**src/rtl/daq_packet_rx.sv**
```systemverilog
// daq_packet_rx
//   Receiver/deframer for the daq_top byte stream. Hunts for the sync byte,
//   parses timestamp / error flags / sample count, reassembles two-channel
//   16-bit samples, verifies length and checksum, and keeps saturating
//   good/bad packet counters plus sticky error flags.
//
// Ports
//   clk, rst            clock, asynchronous active-high reset
//   s_data/s_valid/s_last/s_ready   byte stream input (valid/ready)
//   hdr_valid           1-cycle pulse when hdr_timestamp/err_flags/count update
//   smp_ch0/ch1/valid, smp_ready    sample output (valid/ready)
//   pkt_done, pkt_ok    end-of-packet pulse, qualified by pkt_ok
//   csum_err, len_err   sticky error flags
//   pkt_count, err_count  saturating good/bad packet counters
module daq_packet_rx #(
    parameter logic [7:0] SYNC_BYTE = 8'hA5,
    parameter int         CNT_W     = 16
) (
    input  logic             clk,
    input  logic             rst,
    input  logic [7:0]       s_data,
    input  logic             s_valid,
    input  logic             s_last,
    output logic             s_ready,
    output logic             hdr_valid,
    output logic [31:0]      hdr_timestamp,
    output logic [15:0]      hdr_err_flags,
    output logic [7:0]       hdr_count,
    output logic [15:0]      smp_ch0,
    output logic [15:0]      smp_ch1,
    output logic             smp_valid,
    input  logic             smp_ready,
    output logic             pkt_done,
    output logic             pkt_ok,
    output logic             csum_err,
    output logic             len_err,
    output logic [CNT_W-1:0] pkt_count,
    output logic [CNT_W-1:0] err_count
);

    typedef enum logic [2:0] {
        ST_IDLE,
        ST_HDR,
        ST_SAMP,
        ST_CSUM,
        ST_DRAIN
    } state_t;

    state_t      r_state;
    logic [2:0]  r_hdr_idx;
    logic [1:0]  r_byte_idx;
    logic [7:0]  r_smp_idx;
    logic [7:0]  r_csum;
    logic [47:0] r_hdr_sh;
    logic [23:0] r_smp_sh;

    logic        w_accept;
    logic [7:0]  w_csum_next;

    function automatic logic [CNT_W-1:0] sat_inc(input logic [CNT_W-1:0] v);
        return (&v) ? v : v + CNT_W'(1);
    endfunction

    // Only an unconsumed completed sample can hold off the byte stream.
    assign s_ready     = !(smp_valid && !smp_ready);
    assign w_accept    = s_valid && s_ready;
    assign w_csum_next = r_csum + s_data;

    // Data-only shift registers: they always hold the most recent accepted
    // bytes, so at header byte 6 they contain header bytes 0..5 and at sample
    // byte 3 they contain sample bytes 0..2. The accumulator is seeded with
    // SYNC_BYTE in IDLE; it only matters once a sync byte moves us to HDR.
    always_ff @(posedge clk) begin
        if (w_accept) begin
            r_csum   <= (r_state == ST_IDLE) ? SYNC_BYTE : w_csum_next;
            r_hdr_sh <= {r_hdr_sh[39:0], s_data};
            r_smp_sh <= {r_smp_sh[15:0], s_data};
        end
    end

    always_ff @(posedge clk or posedge rst) begin
        if (rst) begin
            r_state       <= ST_IDLE;
            r_hdr_idx     <= '0;
            r_byte_idx    <= '0;
            r_smp_idx     <= '0;
            hdr_valid     <= 1'b0;
            hdr_timestamp <= '0;
            hdr_err_flags <= '0;
            hdr_count     <= '0;
            smp_ch0       <= '0;
            smp_ch1       <= '0;
            smp_valid     <= 1'b0;
            pkt_done      <= 1'b0;
            pkt_ok        <= 1'b0;
            csum_err      <= 1'b0;
            len_err       <= 1'b0;
            pkt_count     <= '0;
            err_count     <= '0;
        end else begin
            hdr_valid <= 1'b0;
            pkt_done  <= 1'b0;
            // A new sample completing in the same cycle overrides this clear.
            if (smp_valid && smp_ready)
                smp_valid <= 1'b0;

            if (w_accept) begin
                case (r_state)
                    ST_IDLE: begin
                        if (s_data == SYNC_BYTE) begin
                            if (s_last) begin
                                len_err   <= 1'b1;
                                err_count <= sat_inc(err_count);
                                pkt_done  <= 1'b1;
                                pkt_ok    <= 1'b0;
                            end else begin
                                r_state   <= ST_HDR;
                                r_hdr_idx <= '0;
                            end
                        end
                    end

                    ST_HDR: begin
                        r_hdr_idx <= r_hdr_idx + 3'd1;
                        if (s_last) begin
                            len_err   <= 1'b1;
                            err_count <= sat_inc(err_count);
                            pkt_done  <= 1'b1;
                            pkt_ok    <= 1'b0;
                            r_state   <= ST_IDLE;
                        end else if (r_hdr_idx == 3'd6) begin
                            hdr_valid     <= 1'b1;
                            hdr_timestamp <= r_hdr_sh[47:16];
                            hdr_err_flags <= r_hdr_sh[15:0];
                            hdr_count     <= s_data;
                            r_smp_idx     <= '0;
                            r_byte_idx    <= '0;
                            r_state       <= (s_data == 8'd0) ? ST_CSUM : ST_SAMP;
                        end
                    end

                    ST_SAMP: begin
                        r_byte_idx <= r_byte_idx + 2'd1;
                        if (s_last) begin
                            // Partially assembled sample is dropped.
                            len_err   <= 1'b1;
                            err_count <= sat_inc(err_count);
                            pkt_done  <= 1'b1;
                            pkt_ok    <= 1'b0;
                            r_state   <= ST_IDLE;
                        end else if (r_byte_idx == 2'd3) begin
                            smp_ch0   <= r_smp_sh[23:8];
                            smp_ch1   <= {r_smp_sh[7:0], s_data};
                            smp_valid <= 1'b1;
                            r_smp_idx <= r_smp_idx + 8'd1;
                            if (r_smp_idx == hdr_count - 8'd1)
                                r_state <= ST_CSUM;
                        end
                    end

                    ST_CSUM: begin
                        pkt_done <= 1'b1;
                        if (s_last) begin
                            r_state <= ST_IDLE;
                            if (s_data == r_csum) begin
                                pkt_ok    <= 1'b1;
                                pkt_count <= sat_inc(pkt_count);
                            end else begin
                                pkt_ok    <= 1'b0;
                                csum_err  <= 1'b1;
                                err_count <= sat_inc(err_count);
                            end
                        end else begin
                            // Packet longer than announced: report once, then
                            // discard the rest of it.
                            pkt_ok    <= 1'b0;
                            len_err   <= 1'b1;
                            err_count <= sat_inc(err_count);
                            r_state   <= ST_DRAIN;
                        end
                    end

                    ST_DRAIN: begin
                        if (s_last)
                            r_state <= ST_IDLE;
                    end

                    default: r_state <= ST_IDLE;
                endcase
            end
        end
    end

endmodule

```
**config.mk**
```make
export PLATFORM = sky130hd
export DESIGN_NAME = daq_packet_rx
export DESIGN_NICKNAME = d
export VERILOG_FILES = /design/src/rtl/daq_packet_rx.sv
export SDC_FILE = /design/constraint.sdc
export NUM_CORES = 1
export LEC_CHECK = 0
export BUFFER_PORTS_ARGS = -buffer_cell sky130_fd_sc_hd__clkbuf_2
export CORE_AREA = 2 2 168 170
export DETAILED_ROUTE_END_ITERATION = 10
export DIE_AREA = 0 0 170 172
export GPL_TIMING_DRIVEN = 0
export PLACE_DENSITY_LB_ADDON = 0.12
export SYNTH_ARGS = -nofsm -noshare
export SYNTH_HDL_FRONTEND = slang
export SYNTH_SLANG_ARGS = --single-unit
```
**constraint.sdc**
```tcl
create_clock -name clk -period 5.85 [get_ports clk]
set_clock_uncertainty 0.2 [all_clocks]
set_input_delay 1.17 -clock clk [delete_from_list [all_inputs] [get_ports clk]]
set_output_delay 1.17 -clock clk [all_outputs]
set_load 0.1 [all_outputs]
```
; After elaboration in Yosys (flattened, before gate mapping)
; Index checks and enable logic that the tools add are counted.
[totals]
register_bits = 222
inputBits = 13
output_inout_bits = 127
word_cells = 125
[op_classes]
add_sub_neg = 7
eq_ne = 21
n_mux = 50
n_bitwise = 3
n_reduce_logical = 24
[ops]
columns = operator, count
row1 = two-way mux 16 bit, 5
row2 = case mux 16 bit (3 select lines), 1
row3 = two-way mux 3 bit, 11
row4 = adder 16 x 1 -> 16 bit (second input constant), 2
row5 = two-way mux 8 bit, 4
row6 = AND reduction 16 bit, 2
row7 = AND reduction 4 bit, 7
row8 = two-way mux 1 bit, 20
row9 = equality test 8 bit, 2
row10 = case mux 8 bit (2 select lines), 1
row11 = case mux 3 bit (5 select lines), 1
row12 = != test 2 bit (second input constant), 7
row13 = != test 3 bit (second input constant), 4
row14 = case mux 1 bit (3 select lines), 3
row15 = adder 8 x 1 -> 8 bit (second input constant), 1
row16 = adder 8 bit, 1
row17 = equality test 8 bit (second input constant), 1
row18 = zero test 8 bit, 1
row19 = subtractor 8 x 1 -> 8 bit (second input constant), 1
row20 = AND reduction 7 bit, 1
row21 = equality test 3 x 2 -> 1 bit (second input constant), 2
row22 = equality test 3 bit (second input constant), 2
row23 = case mux 3 bit (2 select lines), 1
row24 = AND reduction 6 bit, 1
row25 = other kinds (16), 23

; Depth between registers and ports, before layout
; Gate-level depths: netlist (run 1).
[logic_depth]
word_depth = 6
mapped_depth = 9
ltp_nobuf = 9

; Worst setup path before layout (run 1)
; Ideal clock, no wire load.
[synth_path]
path_kind = input -> register
from = in smp_ready
to = reg pkt_count[13]
arrival_time_ns = 4.748
required_ns = 5.491
slack_ns = 0.743
stages = 7
cell_sequence = nand2b_1 nand2_1 inv_1 nand3_1 nor4b_1 nand3_1 xnor2_1
[synth_via]
elab_chain_cells = 5
[synth_lines]
columns = element, line
row1 = from (decl), 32  ; input logic smp_ready,
row2 = zero test 1 bit, 65  ; assign s_ready = !(smp_valid && !smp_ready);
row3 = logical AND 1 bit, 65
row4 = zero test 1 bit, 65
row5 = logical AND 1 bit, 66  ; assign w_accept = s_valid && s_ready;
row6 = via w_accept, 57  ; logic w_accept;
row7 = AND reduction 5 bit (no source line), n/a
row8 = to (signal assigned), 167  ; pkt_count <= sat_inc(pkt_count);
row9 = to (decl), 37  ; output logic [CNT_W-1:0] pkt_count,
; The timed path passes the listed nets, and every way through them passes these cells.
; A chain may end at the register's enable or synchronous reset.

; Worst setup path after layout (run 1)
; Ends and elaborated chain as after synthesis.

==> results of run 1 <==
## cell usage in the layout (no fill, tap or decap), drive strengths merged, types with 4 or more instances in the layout
cell and instances:
nor4 6, xnor2 33, ha 14, edfxtp 56, nand4 16, nand3 17, nand2 37, or3 4
and3 8, a21oi 9, mux2 87, nor2 20, buf 8, o21ai 18, clkbuf 169, nor3 8
nand2b 5, dfrtp 142, inv 24, o21bai 4, clkinv 5, and4 6, xor2 16
## kinds of logic after synthesis
kind of cell / synth area share, %
XOR/XNOR: 5.291
AO/OA/AOI/OAI: 4.180
multiplexers: 12.45
buffers and inverters: 1.897
AND/OR/NAND/NOR: 9.239
adder cells (fa/ha/maj): 2.406
flip-flops: 64.54
## worst reg2reg max path: cells and delay by family (launching register included)
kind	cells	cell delay [ns]
simple gates	5	1.56
flops	1	0.39
buf+inv	1	0.70
xor+xnor	1	0.16
## worst paths after layout
kind                         startpoint            end  slack, ns
hold reg to reg            r_hdr_sh[25]   r_hdr_sh[33]       0.24
setup reg to reg              smp_valid  pkt_count[13]       2.72
setup / recovery              smp_ready  pkt_count[13]       2.29
min in group asynchronous           rst   err_count[0]       0.57
hold / removal             r_hdr_sh[25]   r_hdr_sh[33]       0.24
max in group asynchronous           rst   hdr_count[3]       4.05
## per-stage QoR
step | setup slack [ns] | cell area, um^2 | TNS (ns) | hold slack, ns | cells
finish | 2.291 | 9891 | 0 | 0.2415 | 1094
global route | 2.034 | 9891 | 0 | 0.2579 | 1094
CTS | 2.256 | 9891 | 0 | 0.2438 | 1094
detailed placement | 1.795 | 9275 | 0 | 0.2305 | 1062
global placement | -1.207 | 9240 | -169.23 | 0.2237 | 1061
floorplan | 0.6704 | 8112 | 0 | 0.2204 | 576
## flip-flops by register name (all words and copies together), names as in the netlist, 16 cells and up
register and flops:
smp_ch0 16, pkt_count 16, r_hdr_sh 48, smp_ch1 16
err_count 16, hdr_err_flags 16, hdr_timestamp 32
## final cells by class
cell class | count | share of cell area (%)
sequential | 198 | 52.93
inverter | 15 | 0.6578
multi-input combinational | 343 | 27.53
buffer | 20 | 0.9741
clock buffer | 17 | 4.301
clock inverter | 15 | 1.923
timing repair buffer | 140 | 7.312
tap | 346 | 4.377
## metal layers
layer | vias up | share of wire, % | track usage, %
li1 | 2393 | - | -
met1 | 2549 | 48 | 17.89
met2 | 94 | 48 | 21.46
met3 | 15 | 3.1 | 2.930
met4 | 0 | 1.1 | 3.382
met5 | - | 0 | 0
==> flow_metrics.env, run 1 <==
export IMPL_status="completed"
export IMPL_avgSynthCellArea_um2=14.08
export IMPL_setup_viol=0
export IMPL_crit_cells=8
export IMPL_crit_top_cell="nand3_1"
export IMPL_synth_edf_count=56
export IMPL_dp_hpwl_um=13030
export IMPL_die_area_mm2=0.02924
export IMPL_htree_levels=4
export IMPL_num_vias=5051
export IMPL_yosysUniqueCellTypes=50
export IMPL_drive_gt1_share_pct=36.90
export IMPL_final_util_pct=36.00
export IMPL_critPathTopFamily="simple AND/OR/NAND/NOR gates"
export IMPL_grt_overflow_total=0
export IMPL_holdBufCountCts=0
export IMPL_rows=61
export IMPL_synth_top_cell_area_share_pct=43.81
export IMPL_num_fill_cells=2681
export IMPL_cp_required_ns=5.96
export IMPL_clock_path_buffers=2
export IMPL_final_nets=763
export IMPL_drc=0
export IMPL_yosysWarnings=0
export IMPL_period_needed_ns=3.559
export IMPL_yosysMostFrequentCell="dfrtp_1"
export IMPL_die_y_um=172
export IMPL_hold_violations=0
export IMPL_grt_pass1_vias=5291
export IMPL_crit_type="primary input to register"
export IMPL_die_width_um=170
export IMPL_ios=140
export IMPL_critical_path_buf_inv_count=2
export IMPL_n_antenna_cell=0
export IMPL_dr_pass1_iters=4
export IMPL_root_buffer="clkbuf_16"
export IMPL_cpPeakStageDelay_ns=0.69
export IMPL_antenna_found_initial=0
export IMPL_syn_nets=604
export IMPL_tightest_slew_ns=0.8353
export IMPL_rsz0062_at_grt="false"
export IMPL_vias_per_cell=4.617
export IMPL_hp_class="register to register"
export IMPL_core_area_mm2=0.02748
export IMPL_cp_slowest_cell="inv_4"
export IMPL_final_seq_area_mm2=0.005235
export IMPL_multi_input_area_mm2=0.002723
export IMPL_synth_common_cells="dfrtp_1, mux2_2, edfxtp_1"
export IMPL_slew_headroom_pct=44.31
export IMPL_grt_max_degree=91
export IMPL_clock_latency_ns=0.44
export IMPL_grt_pass1_wl_um=29700
export IMPL_yosys_top_cells_area="dfrtp_1, edfxtp_1, mux2_2"
export IMPL_worst_setup_path_start_kind="primary input"
export IMPL_cts_sinks=198
export IMPL_ant_nets=0
export IMPL_r2r_worst_path_cells=7
export IMPL_drv_cap=0
export IMPL_path_cells="clkbuf_2 -> nand2b_1 -> nand2_1 -> inv_4 -> nand3_1 -> nor4b_1 -> nand3_1 -> xnor2_1"
export IMPL_ys_ff_latch=198
export IMPL_avgRoutedWirePerCell_um=16.97
export IMPL_yosysTopAreaCell="dfrtp_1"
export IMPL_first_iter_violations=248
export IMPL_whs_path_depth=0
export IMPL_gp_congestion=0.7729
export IMPL_drv_slew=0
export IMPL_ctsResizeCount=0
export IMPL_cts_setup_buffers=0
export IMPL_endpoint_kind="register"
export IMPL_synth_flop_cell="dfrtp_1"
export IMPL_crit_fanout=59
export IMPL_finalCritPeriodShare_pct=60.83
export IMPL_grt_usage_pct=13.18
export IMPL_async_flop_share_pct=71.72
export IMPL_synth_cells=576
export IMPL_seq_area_frac_synth_pct=64.54
export IMPL_fmax_mhz=281.0
export IMPL_port_buffers=139
export IMPL_cp_arrival_ns=3.67
export IMPL_path_clk_slew_ns=0.09
export IMPL_cts_tree="built"
export IMPL_synth_area_mm2=0.008112
export IMPL_area_growth_pct=21.93
export IMPL_wl_um=18570
export IMPL_numCtsBuffers=17
export IMPL_initial_core_util_pct=29.52
Power of run 1 is not shown: default switching activity piles up to over one toggle a cycle in this logic, so the estimate is an artifact.
==> run 2, diff against run 1 <==
==> constraint.sdc (replaced) <==
create_clock -name clk -period 3.2 [get_ports clk]
set_clock_uncertainty 0.2 [all_clocks]
set_input_delay 0.64 -clock clk [delete_from_list [all_inputs] [get_ports clk]]
set_output_delay 0.64 -clock clk [all_outputs]
set_load 0.1 [all_outputs]
==> flow_metrics.env, run 2 (synthesis gave the netlist of run 1 again) <==
export IMPL_dp_hpwl_um=13700
export IMPL_initial_core_util_pct=29.52
export IMPL_grt_busiest_layer="met2"
export IMPL_largest_register="r_hdr_sh"
export IMPL_status="completed"
export IMPL_period_needed_ns=2.872
export IMPL_area_growth_pct=23.74
export IMPL_use_met2_pct=22.04
export IMPL_final_util_pct=36.53
export IMPL_clock_path_buffers=2
export IMPL_die_width_um=170
export IMPL_path_clk_slew_ns=0.08
export IMPL_drive_gt1_share_pct=38.03
export IMPL_slew_headroom_pct=42.11
export IMPL_final_cell_mix="dfrtp_1, clkbuf_2, mux2_2"
export IMPL_cts_sinks=198
export IMPL_ant_nets=0
export IMPL_num_vias=5093
export IMPL_die_y_um=172
export IMPL_grt_overflow_total=0
export IMPL_antenna_found_initial=0
export IMPL_numCtsBuffers=17
export IMPL_final_nets=767
export IMPL_cp_required_ns=3.31
export IMPL_r2r_worst_path_cells=7
export IMPL_hp_class="primary input to asynchronous set/reset pin"
export IMPL_rsz0062_at_grt="false"
export IMPL_drv_slew=0
export IMPL_die_area_mm2=0.02924
export IMPL_crit_type="register to register"
export IMPL_hold_violations=0
export IMPL_rows=61
export IMPL_use_met3_pct=2.495
export IMPL_grt_met1_usage_pct=17.71
export IMPL_grt_pass1_wl_um=30060
export IMPL_drc=0
export IMPL_htree_levels=4
export IMPL_holdBufCountCts=0
export IMPL_vias_per_cell=4.638
export IMPL_drv_cap=0
export IMPL_grt_pass1_vias=5337
export IMPL_ios=140
export IMPL_n_antenna_cell=0
export IMPL_first_iter_violations=228
export IMPL_crit_fanout=34
export IMPL_clock_latency_ns=0.42
export IMPL_cp_arrival_ns=2.99
export IMPL_grt_max_degree=42
export IMPL_setup_viol=0
export IMPL_largestRegisters="r_hdr_sh x48, hdr_timestamp x32"
export IMPL_core_area_mm2=0.02748
export IMPL_tightest_slew_ns=0.8665
export IMPL_fmax_mhz=348.1
export IMPL_finalCritPeriodShare_pct=89.76
export IMPL_endpoint_kind="register"
export IMPL_avgRoutedWirePerCell_um=16.94
export IMPL_dr_pass1_iters=4
export IMPL_final_setup_tns_ns=0
export IMPL_layout_cells_most_common="dfrtp_1"
export IMPL_gp_congestion=0.7925
export IMPL_largest_register_ffs=48
export IMPL_grt_usage_pct=13.26
export IMPL_wl_um=18600
export IMPL_port_buffers=139
export IMPL_worst_setup_path_start_kind="register"
export IMPL_cts_tree="built"
export IMPL_root_buffer="clkbuf_16"
-- run 2: worst paths after layout --
path                         startpoint           end  slack, ns
min                                 rst  err_count[7]      0.006
max                           smp_valid  pkt_count[5]       0.33
min in group clk           r_hdr_sh[31]  r_hdr_sh[39]       0.25
max in group asynchronous           rst   smp_ch1[10]       1.82
max reg2reg                   smp_valid  pkt_count[5]       0.33
min reg2reg                r_hdr_sh[31]  r_hdr_sh[39]       0.25
-- run 2: layout make-up --
type	count	area, um^2
timing repair buffer	144	803.3
sequential	198	5236
buffer	20	97.59
fill	2656	17440
multi-input combinational	343	2746
clock inverter	15	230.2
inverter	15	65.06
clock buffer	17	425.4
tap	346	432.9
-- run 2: stage by stage --
step                      cells  hold WS [ns]  worst slack [ns]  instance area, um^2
final                      1098      0.005558            0.3276                10040
after floorplan             576        0.2204           0.01794                 8139
after CTS                  1098     0.0005432            0.2195                10030
after global placement     1061        0.2239           -0.6344                 9268
after global routing       1098       0.01180           0.06088                10040
after detailed placement   1066        0.2303           -0.1580                 9375
-- run 2: metal layers --
metal  part of all wire (%)  vias to the layer above
met5                      0                        -
met4                    1.2                        0
met3                    3.9                       14
met2                     49                      104
met1                     46                     2579
li1                       -                     2396
-- run 2: worst max-delay path, stage by stage (launching register included) --
cell and delay [ns]:
dfrtp_2 0.43, nand2b_4 0.08, nand2_1 0.25, clkinvlp_4 0.71, nand3_2 0.22, nor3_1 0.55, nand3_1 0.17, xnor2_1 0.15
-- run 2: what timing repair did --
action | CTS | global route
endpoints found under the hold margin | 0 | 0
gates resized for setup | 1 | 1
buffers inserted | 0 | 0
endpoints found under the setup margin | 3 | 2
Power of run 2 is left out for the same reason.
==> run 3, diff against run 2 <==
--- a/config.mk
+++ b/config.mk
@@ -5,12 +5,14 @@
 export SDC_FILE = /design/constraint.sdc
 export NUM_CORES = 1
 export LEC_CHECK = 0
-export BUFFER_PORTS_ARGS = -buffer_cell sky130_fd_sc_hd__clkbuf_2
 export CORE_AREA = 2 2 168 170
 export DETAILED_ROUTE_END_ITERATION = 10
 export DIE_AREA = 0 0 170 172
+export DONT_BUFFER_PORTS = 1
 export GPL_TIMING_DRIVEN = 0
 export PLACE_DENSITY_LB_ADDON = 0.12
+export RECOVER_POWER = 25
+export SETUP_SLACK_MARGIN = 0.3
 export SYNTH_ARGS = -nofsm -noshare
 export SYNTH_HDL_FRONTEND = slang
 export SYNTH_SLANG_ARGS = --single-unit
==> flow_metrics.env, run 3 (synthesis gave the netlist of run 1 again) <==
export IMPL_status="complete, but fails checks"
export IMPL_failed_checks="capacitance limit, slew limit"
export IMPL_finalCritPeriodShare_pct=87.57
export IMPL_fmax_mhz=356.9
export IMPL_final_cell_mix="dfrtp_1, mux2_2, edfxtp_1"
export IMPL_layout_cells_most_common="dfrtp_1"
export IMPL_cts_tree="built"
export IMPL_n_antenna_cell=0
export IMPL_grt_overflow_total=0
export IMPL_core_area_mm2=0.02748
export IMPL_gp_congestion=0.8243
export IMPL_drc=0
export IMPL_grt_met1_usage_pct=16.60
export IMPL_drv_cap=1
export IMPL_first_iter_violations=230
export IMPL_multi_input_area_mm2=0.002795
export IMPL_wl_um=18380
export IMPL_area_growth_pct=15.73
export IMPL_die_area_mm2=0.02924
export IMPL_numCtsBuffers=17
export IMPL_vias_per_cell=4.852
export IMPL_root_buffer="clkbuf_16"
export IMPL_worst_setup_path_start_kind="register"
export IMPL_cp_required_ns=3.28
export IMPL_ios=140
export IMPL_holdWs_ns=0.1022
export IMPL_slew_headroom_pct=-16.18
export IMPL_clock_path_buffers=2
export IMPL_largestRegisters="r_hdr_sh x48, hdr_timestamp x32"
export IMPL_grt_pass1_vias=4844
export IMPL_initial_core_util_pct=29.52
export IMPL_grt_pass1_wl_um=28850
export IMPL_die_y_um=172
export IMPL_crit_fanout=8
export IMPL_final_cell_area_mm2=0.009388
export IMPL_use_met3_pct=5.058
export IMPL_period_needed_ns=2.802
export IMPL_grt_max_degree=40
export IMPL_rows=61
export IMPL_rsz0062_at_grt="false"
export IMPL_clock_latency_ns=0.43
export IMPL_die_width_um=170
export IMPL_num_fill_cells=2711
export IMPL_dr_pass1_iters=4
export IMPL_place_area_mm2=0.008676
export IMPL_path_clk_slew_ns=0.08
export IMPL_use_met2_pct=20.32
export IMPL_dp_hpwl_um=12980
export IMPL_endpoint_kind="register"
export IMPL_cp_arrival_ns=2.89
export IMPL_largest_register="r_hdr_sh"
export IMPL_setup_viol=0
export IMPL_crit_type="register to register"
export IMPL_tightest_slew_ns=1.733
export IMPL_htree_levels=4
export IMPL_hold_violations=0
export IMPL_largest_register_ffs=48
export IMPL_hp_class="primary input to register"
export IMPL_cts_sinks=198
export IMPL_grt_usage_pct=13.02
export IMPL_holdBufCountCts=0
export IMPL_avgRoutedWirePerCell_um=19.03
export IMPL_drv_slew=38
export IMPL_drive_gt1_share_pct=27.42
export IMPL_port_buffers=0
export IMPL_num_vias=4687
export IMPL_final_nets=635
export IMPL_ant_nets=0
export IMPL_final_seq_area_mm2=0.005249
export IMPL_antenna_found_initial=0
export IMPL_grt_busiest_layer="met2"
-- run 3: cell types whose count changed in the layout (fill, tap and decap cells not counted), sizes merged --
cell,delta
buf,+5
clkinv,+2
bufinv,-3
inv,+2
clkbuf,-138
-- run 3: worst paths after layout --
path | slack (ns) | startpoint | cells past startpoint | end
max | 0.40 | smp_valid | 9 | err_count[12]
min in group asynchronous | 0.30 | rst | 1 | err_count[7]
min | 0.10 | s_data[6] | 0 | r_hdr_sh[6]
min reg2reg | 0.25 | r_hdr_sh[39] | 0 | r_hdr_sh[47]
max reg2reg | 0.40 | smp_valid | 9 | err_count[12]
max in group asynchronous | 0.71 | rst | 3 | hdr_err_flags[6]
-- run 3: final cells by class --
class / count / area share, %
Timing Repair Buffer: 11 / 1.279
Clock buffer: 17 / 4.532
Clock inverter: 15 / 2.026
Inverter: 15 / 0.6664
Tap cell: 346 / 4.611
Multi-Input combinational cell: 343 / 29.77
Timing Repair inverter: 1 / 0.05331
Buffer: 20 / 1.146
Sequential cell: 198 / 55.91
-- run 3: critical path, cell delays in order (launching register included) --
cell	delay (ns)
dfrtp_4	0.63
nand2b_4	0.36
nand2_8	0.10
a21o_4	0.22
or3_4	0.36
clkinv_2	0.08
o311a_4	0.27
buf_8	0.13
nand4_2	0.11
xnor2_1	0.19
-- run 3: stage by stage --
step / setup TNS [ns] / utilization (%) / setup slack [ns] / cells
2_1_floorplan: 0 / - / 0.1926 / 576
3_3_place_gp: -63.50 / 31.28 / -0.5925 / 922
3_5_place_dp: -0.8514 / 31.58 / -0.05653 / 926
4_1_cts: 0 / 34.05 / 0.3317 / 961
5_1_grt: 0 / 34.17 / 0.2547 / 966
6_report: 0 / 34.17 / 0.3979 / 966
-- run 3: what timing repair did --
item                                   4_1_cts  5_1_grt
gates cloned                                 1        1
endpoints found under the hold margin        0        0
buffers inserted                             2        4
pin swaps                                    1        3
gates resized for setup                     18        5
setup endpoints to repair                   99       39
-- run 3: metal layers --
| metal | share of wire [%] | wire length (um) |
|---|---|---|
| met4 | 1.8 | 340 |
| met3 | 7.6 | 1391 |
| met5 | 0 | 0 |
| met2 | 46 | 8538 |
| met1 | 44 | 8112 |
Power of run 3 is left out for the same reason.
